`config.mk`:
```
export PLATFORM = sky130hd
export DESIGN_NAME = stub_event_pager
export DESIGN_NICKNAME = d
export VERILOG_FILES = /design/src/rtl/stub_event_pager_pkg.sv /design/src/rtl/stub_page_ram.sv /design/src/rtl/stub_event_pager.sv
export SDC_FILE = /design/constraint.sdc
export NUM_CORES = 2
export LEC_CHECK = 0
export CAP_MARGIN = 30
export CORE_ASPECT_RATIO = 1.25
export CORE_MARGIN = 5
export CORE_UTILIZATION = 37
export CTS_CLUSTER_DIAMETER = 120
export DETAILED_ROUTE_END_ITERATION = 6
export DONT_BUFFER_PORTS = 1
export GPL_TIMING_DRIVEN = 0
export PLACE_DENSITY = 0.58
export SLEW_MARGIN = 20
export SYNTH_ARGS = -nofsm -noshare
export SYNTH_HDL_FRONTEND = slang
export SYNTH_MEMORY_MAX_BITS = 65536
export SYNTH_SLANG_ARGS = --single-unit
export TNS_END_PERCENT = 100
```
`constraint.sdc`:
```
create_clock -name clk -period 4 [get_ports clk]
set_input_delay 0.6 -clock clk [delete_from_list [all_inputs] [get_ports clk]]
set_output_delay 0.6 -clock clk [all_outputs]
set_load 0.02 [all_outputs]
```
`src/rtl/stub_event_pager_pkg.sv`:
```
// Purpose: shared types and constants for the stub event pager and its page memory.
// Latency: n/a (types, constants and a pure helper function only).
// Backpressure: n/a.
package stub_event_pager_pkg;

    localparam int STUB_W      = 36;
    localparam int PAGE_AW_DEF = 6;
    localparam int BX_W        = 7;
    // The close record carries the count at the default page size; it must
    // hold the value PAGE_DEPTH itself, hence one extra bit.
    localparam int CNT_REC_W   = PAGE_AW_DEF + 1;

    // An all-zero word from the input stage means "no stub this clock".
    localparam logic [STUB_W-1:0] STUB_NULL = '0;

    typedef enum logic {
        ST_IDLE = 1'b0,
        ST_RUN  = 1'b1
    } state_e;

    // Everything the downstream stage learns about a page when it closes.
    typedef struct packed {
        logic                 page;
        logic [CNT_REC_W-1:0] count;
        logic                 ovf;
        logic [BX_W-1:0]      bx;
    } page_close_t;

    // Event number advance with wrap at the end of the BX cycle.
    function automatic logic [BX_W-1:0] bx_next(input logic [BX_W-1:0] bx,
                                                input logic [BX_W-1:0] last);
        return (bx == last) ? '0 : bx + 1'b1;
    endfunction

endpackage

```
`src/rtl/stub_page_ram.sv`:
```
// Purpose: ping-pong page storage, simple dual port (one write, one read).
// Latency: read data registered, 1 clk after rd_addr; read-first on same-address collision.
// Backpressure: none; both ports accept every clock.
//
// Ports: clk/rst_n; wr_en/wr_addr/wr_data write port; rd_addr/rd_data read port.
// Only the read register is reset; the array keeps its contents.
module stub_page_ram #(
    parameter int AW = 7,
    parameter int DW = 36
) (
    input  logic          clk,
    input  logic          rst_n,
    input  logic          wr_en,
    input  logic [AW-1:0] wr_addr,
    input  logic [DW-1:0] wr_data,
    input  logic [AW-1:0] rd_addr,
    output logic [DW-1:0] rd_data
);

    localparam int DEPTH = 1 << AW;

    logic [DW-1:0] mem_q [DEPTH];
    logic [DW-1:0] rd_data_d;
    logic [DW-1:0] rd_data_q;

    always_ff @(posedge clk) begin
        if (wr_en) begin
            mem_q[wr_addr] <= wr_data;
        end
    end

    // Combinational look-up of the pre-write array gives read-first
    // behaviour when a write hits the same address in the same clock.
    always_comb begin
        rd_data_d = mem_q[rd_addr];
    end

    always_ff @(posedge clk or negedge rst_n) begin
        if (!rst_n) begin
            rd_data_q <= '0;
        end else begin
            rd_data_q <= rd_data_d;
        end
    end

    assign rd_data = rd_data_q;

endmodule

```
`src/rtl/stub_event_pager.sv`:
```
// Purpose: frames the stub stream into EVT_LEN-clock events, fills ping-pong pages, announces closed pages.
// Latency: close announcement 1 clk after the closing clock; rd_data 1 clk after rd_addr.
// Backpressure: none; reader must finish a page within EVT_LEN clocks of its announcement.
//
// Ports: clk, reset (async active-low), BC0 framing marker, en run enable,
// stub_in (zero = no stub), rd_addr/rd_data random-access page read,
// page_done pulse with done_page/done_count/done_ovf/done_bx describing the page.
module stub_event_pager
    import stub_event_pager_pkg::*;
#(
    parameter int EVT_LEN = 8,
    parameter int PAGE_AW = PAGE_AW_DEF,
    parameter int MAX_BX  = 100
) (
    input  logic              clk,
    input  logic              reset,
    input  logic              BC0,
    input  logic              en,
    input  logic [STUB_W-1:0] stub_in,
    input  logic [PAGE_AW:0]  rd_addr,
    output logic [STUB_W-1:0] rd_data,
    output logic              page_done,
    output logic              done_page,
    output logic [PAGE_AW:0]  done_count,
    output logic              done_ovf,
    output logic [BX_W-1:0]   done_bx
);

    localparam int PAGE_DEPTH = 1 << PAGE_AW;
    localparam int CLK_W      = (EVT_LEN > 1) ? $clog2(EVT_LEN) : 1;

    localparam logic [CLK_W-1:0] EVT_LAST  = CLK_W'(EVT_LEN - 1);
    localparam logic [PAGE_AW:0] PAGE_FULL = (PAGE_AW + 1)'(PAGE_DEPTH);
    localparam logic [BX_W-1:0]  BX_LAST   = BX_W'(MAX_BX - 1);

    state_e           state_q,     state_d;
    logic [CLK_W-1:0] clk_cnt_q,   clk_cnt_d;
    logic [PAGE_AW:0] wr_cnt_q,    wr_cnt_d;
    logic             wr_page_q,   wr_page_d;
    logic             ovf_q,       ovf_d;
    logic [BX_W-1:0]  bx_q,        bx_d;
    logic             page_done_q, page_done_d;
    page_close_t      ann_q,       ann_d;

    logic             run_cycle;
    logic             resync;
    logic             stub_vld;
    logic             close;
    logic             wr_en;
    logic [PAGE_AW:0] cnt_now;
    logic             ovf_now;

    always_comb begin
        state_d     = state_q;
        clk_cnt_d   = clk_cnt_q;
        wr_cnt_d    = wr_cnt_q;
        wr_page_d   = wr_page_q;
        ovf_d       = ovf_q;
        bx_d        = bx_q;
        page_done_d = 1'b0;
        ann_d       = ann_q;
        wr_en       = 1'b0;
        cnt_now     = wr_cnt_q;
        ovf_now     = ovf_q;
        close       = 1'b0;

        // The BC0 clock that leaves IDLE is already clock 0 of event 0,
        // so it is processed exactly like a RUN clock. A BC0 seen while
        // running instead ends the current event early.
        run_cycle = en && ((state_q == ST_RUN) || BC0);
        resync    = en && BC0 && (state_q == ST_RUN);
        stub_vld  = run_cycle && (stub_in != STUB_NULL);

        if (run_cycle) begin
            state_d = ST_RUN;

            if (stub_vld) begin
                if (wr_cnt_q == PAGE_FULL) begin
                    ovf_now = 1'b1;
                end else begin
                    wr_en   = 1'b1;
                    cnt_now = wr_cnt_q + 1'b1;
                end
            end

            close = resync || (clk_cnt_q == EVT_LAST);

            if (close) begin
                // The stub of the closing clock is already folded into
                // cnt_now / ovf_now, so the record describes the full page.
                page_done_d = 1'b1;
                ann_d.page  = wr_page_q;
                ann_d.count = CNT_REC_W'(cnt_now);
                ann_d.ovf   = ovf_now;
                ann_d.bx    = bx_q;
                wr_page_d   = ~wr_page_q;
                wr_cnt_d    = '0;
                ovf_d       = 1'b0;
                clk_cnt_d   = '0;
                bx_d        = resync ? '0 : bx_next(bx_q, BX_LAST);
            end else begin
                clk_cnt_d   = clk_cnt_q + 1'b1;
                wr_cnt_d    = cnt_now;
                ovf_d       = ovf_now;
            end
        end
    end

    always_ff @(posedge clk or negedge reset) begin
        if (!reset) begin
            state_q     <= ST_IDLE;
            clk_cnt_q   <= '0;
            wr_cnt_q    <= '0;
            wr_page_q   <= 1'b0;
            ovf_q       <= 1'b0;
            bx_q        <= '0;
            page_done_q <= 1'b0;
            ann_q       <= '0;
        end else begin
            state_q     <= state_d;
            clk_cnt_q   <= clk_cnt_d;
            wr_cnt_q    <= wr_cnt_d;
            wr_page_q   <= wr_page_d;
            ovf_q       <= ovf_d;
            bx_q        <= bx_d;
            page_done_q <= page_done_d;
            ann_q       <= ann_d;
        end
    end

    stub_page_ram #(
        .AW (PAGE_AW + 1),
        .DW (STUB_W)
    ) u_ram (
        .clk     (clk),
        .rst_n   (reset),
        .wr_en   (wr_en),
        .wr_addr ({wr_page_q, wr_cnt_q[PAGE_AW-1:0]}),
        .wr_data (stub_in),
        .rd_addr (rd_addr),
        .rd_data (rd_data)
    );

    assign page_done  = page_done_q;
    assign done_page  = ann_q.page;
    assign done_count = (PAGE_AW + 1)'(ann_q.count);
    assign done_ovf   = ann_q.ovf;
    assign done_bx    = ann_q.bx;

endmodule

```
==> results.py <==
metrics = {
    "detailed_routing": {
        "route.detailed.vias_per_inst": 5.67,
        "count_of_antenna_violating_nets_left_after_detailed_routing": 0,
        "routed_wirelength_um": 519000,
        "number_of_iterations_in_the_first_detailed_routing_pass": 7,
        "drc": 19,
        "detail_route.iter0.violations": 10928,
        "vias_after_detailed_routing": 82475,
        "wl_per_cell_um": 35.7,
    },
    "layout": {
        "final_layout_size_suffix_gt1_share_pct": 35.2,
        "most-common-layout-cells": "sky130_fd_sc_hd__edfxtp_1, sky130_fd_sc_hd__mux4_2, sky130_fd_sc_hd__clkbuf_16",
        "filler_cell_count": 39348,
        "finish.net_count": 7823,
        "register_area_um2": 140000,
        "layout.cells.non_filler": 14536,
        "multi_input_comb_area_um2": 37000,
        "layout_commonest_cell": "sky130_fd_sc_hd__edfxtp_1",
        "syn_to_final_growth_pct": 18.2,
    },
    "timing": {
        "final_clock_period_utilization_by_the_worst_path_pct": 103,
        "unrepaired_setup_endpoints_after_global_routing": "true",
        "final-hold-violation-count": 0,
        "report.final.setup_viol": 65,
        "relSlewSlack_pct": 20.8,
        "layout_setup_ws_ns": -0.104,
        "timing_max_transition_violations_final": 0,
        "worst_pin_slew_ns": 1.19,
        "fmax_mhz": 244,
        "timing.clock.skew_ns": 0.0535,
        "final_critical_path_time_including_i_o_delays_and_setup_ns": 4.10,
        "setup-tns-final_ns": -2.69,
    },
    "global_routing": {
        "global_route.overflow_total": 0,
        "grt_util_all_layers_pct": 20.7,
        "first_global_vias": 82855,
        "grt_antenna_before_repair": 88,
        "grt_pass1_wl_um": 705000,
        "largest_net_degree_at_the_start_of_global_routing": 129,
    },
    "placed_design": {
        "final_weighted_congestion_in_routability_driven_placement": 0.941,
        "hpwl_um": 334000,
        "dp.cells": 13485,
        "io_buffers": 0,
    },
    "clock_tree": {
        "tritoncts.num_buffers": 456,
        "clock_sink_count": 4681,
        "clk_latency_ns": 1.02,
        "htreeDepth": 5,
        "clockRootBuffer": "sky130_fd_sc_hd__clkbuf_16",
        "clkTransAtPathRegs_ns": 0.06,
        "cts-root-to-sink-buffers": 4,
        "tritoncts_clock_tree": "built",
    },
    "synthesis": {
        "post_synth_main_area_contributors": "sky130_fd_sc_hd__edfxtp_1, sky130_fd_sc_hd__mux4_2, sky130_fd_sc_hd__dfrtp_1",
        "postSynth.asyncResetShare_pct": 1.56,
        "netlist_area_um2": 178000,
        "post-synth-top-area-fraction_pct": 77.9,
        "netlist-cell-type-count": 45,
        "flip_flop_and_latch_count_after_synthesis": 4681,
        "ys_warn_count": 0,
        "synth_enable_flop_cells": 4608,
        "syn_area_per_cell_um2": 25.7,
        "synth_fp_nets": 6967,
        "prevailing_post_synth_register_cell": "sky130_fd_sc_hd__edfxtp_1",
        "seq_area_frac_synth_pct": 78.9,
        "netlist_instances": 6915,
        "yosys.area.top_type": "sky130_fd_sc_hd__edfxtp_1",
    },
    "critical_path": {
        "type_of_the_worst_setup_path": "in -> reg",
        "timing.critical_path.cells": "dlygate4sd3_1, clkbuf_1, o21a_1, o31a_1, nand3_2, clkbuf_4, nor2_4, buf_16, buf_16",
        "master_of_the_slowest_instance_on_the_critical_path": "sky130_fd_sc_hd__dlygate4sd3_1",
        "most_repeated_library_cell_on_the_critical_path": "sky130_fd_sc_hd__buf_16",
        "crit_required_ns": 4.70,
        "timing.critical_path.arrival_ns": 4.80,
        "worst_path_largest_cell_delay_ns": 0.71,
        "critPathMaxFanout": 14,
        "crit_buf_inv": 5,
        "start_kind": "primary input",
        "crit_path_end_kind": "flop",
        "critical-path-top-delay-family": "buffers and inverters",
    },
    "power_and_ir_drop": {
        "p_leak_nw": 64.3,
        "ir_worst_vdd_mv": 0.429,
        "power_dens_cells_nw_per_um2": 497,
    },
    "outcome": {
        "status": "finished, violations left",
        "failed_checks": "DRC, setup timing",
    },
    "die": {
        "floorplan.initialDensity_pct": 37.1,
        "row_count": 284,
        "die_width_um": 630,
        "floorplan.core_area_um2": 479000,
        "die_ar_um2": 494000,
        "top_level_pins": 100,
        "die_y_um": 785,
    },
    "hold_path": {
        "hold_path_class": "in -> reg",
    },
    "job": {
        "max_capacitance_violation_count": 0,
    },
}
==> per-layer routing <==
layer | GRT usage, % | routed length (µm)
met1 | 25.3 | 182000
met2 | 34.4 | 258000
met3 | 4.94 | 46800
met4 | 10.4 | 31000
met5 | 0 | 175
==> metrics by stage <==
step                      setup WS (ns)  hold WS (ns)  utilization (%)  cell area, µm²  power [mW]
final                            -0.104       0.00534             43.9          210000         104
after floorplan                  -0.193         0.304                -          178000        58.5
after detailed placement          -1.71         0.307             40.3          193000        61.4
after CTS                      -0.00168       0.00504             43.7          209000         105
after global placement            -4.27         0.307             38.8          186000        61.0
after global routing            -0.0179        0.0183             43.9          210000         107
==> area by class of cell <==
type                       count  share of cell area [%]
multi-input combinational   1863                    17.6
clock inverter               285                    1.38
antenna                       85                   0.101
timing repair buffer         402                    3.92
buffer                       362                   0.754
tap                         6292                    3.75
sequential                  4681                    66.8
clock buffer                 561                    5.72
inverter                       5                 0.00894
==> report_power, final <==
part / leakage [nW] / internal [mW] / total, mW / switching, mW
combinational: 14.7 / 2.36 / 6.73 / 4.37
clock: 7.28 / 24.6 / 43.0 / 18.4
sequential: 42.3 / 54.4 / 54.7 / 0.349
==> state kept, by name (all words and copies together) (netlist names) <==
name	cells
u_ram.mem_q	4608
done_page	1
state_q	1
bx_q	7
done_ovf	1
ovf_q	1
wr_page_q	1
done_count	7
u_ram.rd_data	36
wr_cnt_q	7
clk_cnt_q	3
page_done	1
done_bx	7
==> path summary, 6_finish.rpt <==
path                             start                    to  slack [ns]  cells past startpoint
max in group asynchronous        reset     u_ram.rd_data[16]        3.39                      2
min                        stub_in[27]   u_ram.mem_q[41][27]       0.005                      1
min reg2reg                      ovf_q                 ovf_q        0.51                      2
max reg2reg                    state_q  u_ram.mem_q[108][15]       -0.06                      8
min in group asynchronous        reset     u_ram.rd_data[31]        0.12                      2
max                                BC0  u_ram.mem_q[108][15]       -0.10                      9
==> logic make-up after synthesis <==
group | share of synthesized area [%]
AO/OA/AOI/OAI | 0.191
XOR/XNOR | 0.0197
adder cells (fa/ha/maj) | 0.0465
buffers and inverters | 0.846
flip-flops | 78.9
multiplexers | 19.4
AND/OR/NAND/NOR | 0.606
==> synthesized netlist by cell type (2+ instances only) <==
cell type,n
sky130_fd_sc_hd__edfxtp_1,4608
sky130_fd_sc_hd__mux4_2,1512
sky130_fd_sc_hd__clkbuf_1,206
sky130_fd_sc_hd__nor2_1,141
sky130_fd_sc_hd__buf_1,86
sky130_fd_sc_hd__dfrtp_1,73
sky130_fd_sc_hd__buf_2,70
sky130_fd_sc_hd__nand2_1,55
sky130_fd_sc_hd__mux2_2,36
sky130_fd_sc_hd__o21ai_0,20
sky130_fd_sc_hd__nand3_1,16
sky130_fd_sc_hd__a31oi_1,11
sky130_fd_sc_hd__nor4_1,9
sky130_fd_sc_hd__a21oi_1,6
sky130_fd_sc_hd__nor2b_1,6
sky130_fd_sc_hd__ha_1,5
sky130_fd_sc_hd__inv_1,5
sky130_fd_sc_hd__o31ai_1,5
sky130_fd_sc_hd__or4_1,5
sky130_fd_sc_hd__and3_1,3
sky130_fd_sc_hd__nand4b_1,3
sky130_fd_sc_hd__xor2_1,3
sky130_fd_sc_hd__a21o_1,2
sky130_fd_sc_hd__a22o_1,2
sky130_fd_sc_hd__buf_4,2
sky130_fd_sc_hd__buf_6,2
sky130_fd_sc_hd__maj3_1,2
sky130_fd_sc_hd__nand2b_1,2
sky130_fd_sc_hd__nand4_1,2
sky130_fd_sc_hd__o311ai_0,2
==> timing repair <==
| action | 4_1_cts | 5_1_grt |
|---|---|---|
| endpoints found under the hold margin | 4689 | 0 |
| pin swaps | 29 | 0 |
| buffers inserted | 46 | 0 |
| resized for setup | 10 | 11 |
| hold buffers | 40 | 0 |
| gates cloned | 0 | 0 |
| setup endpoints to repair | 2024 | 298 |
No activity file was read; power rests on OpenSTA's default activity.
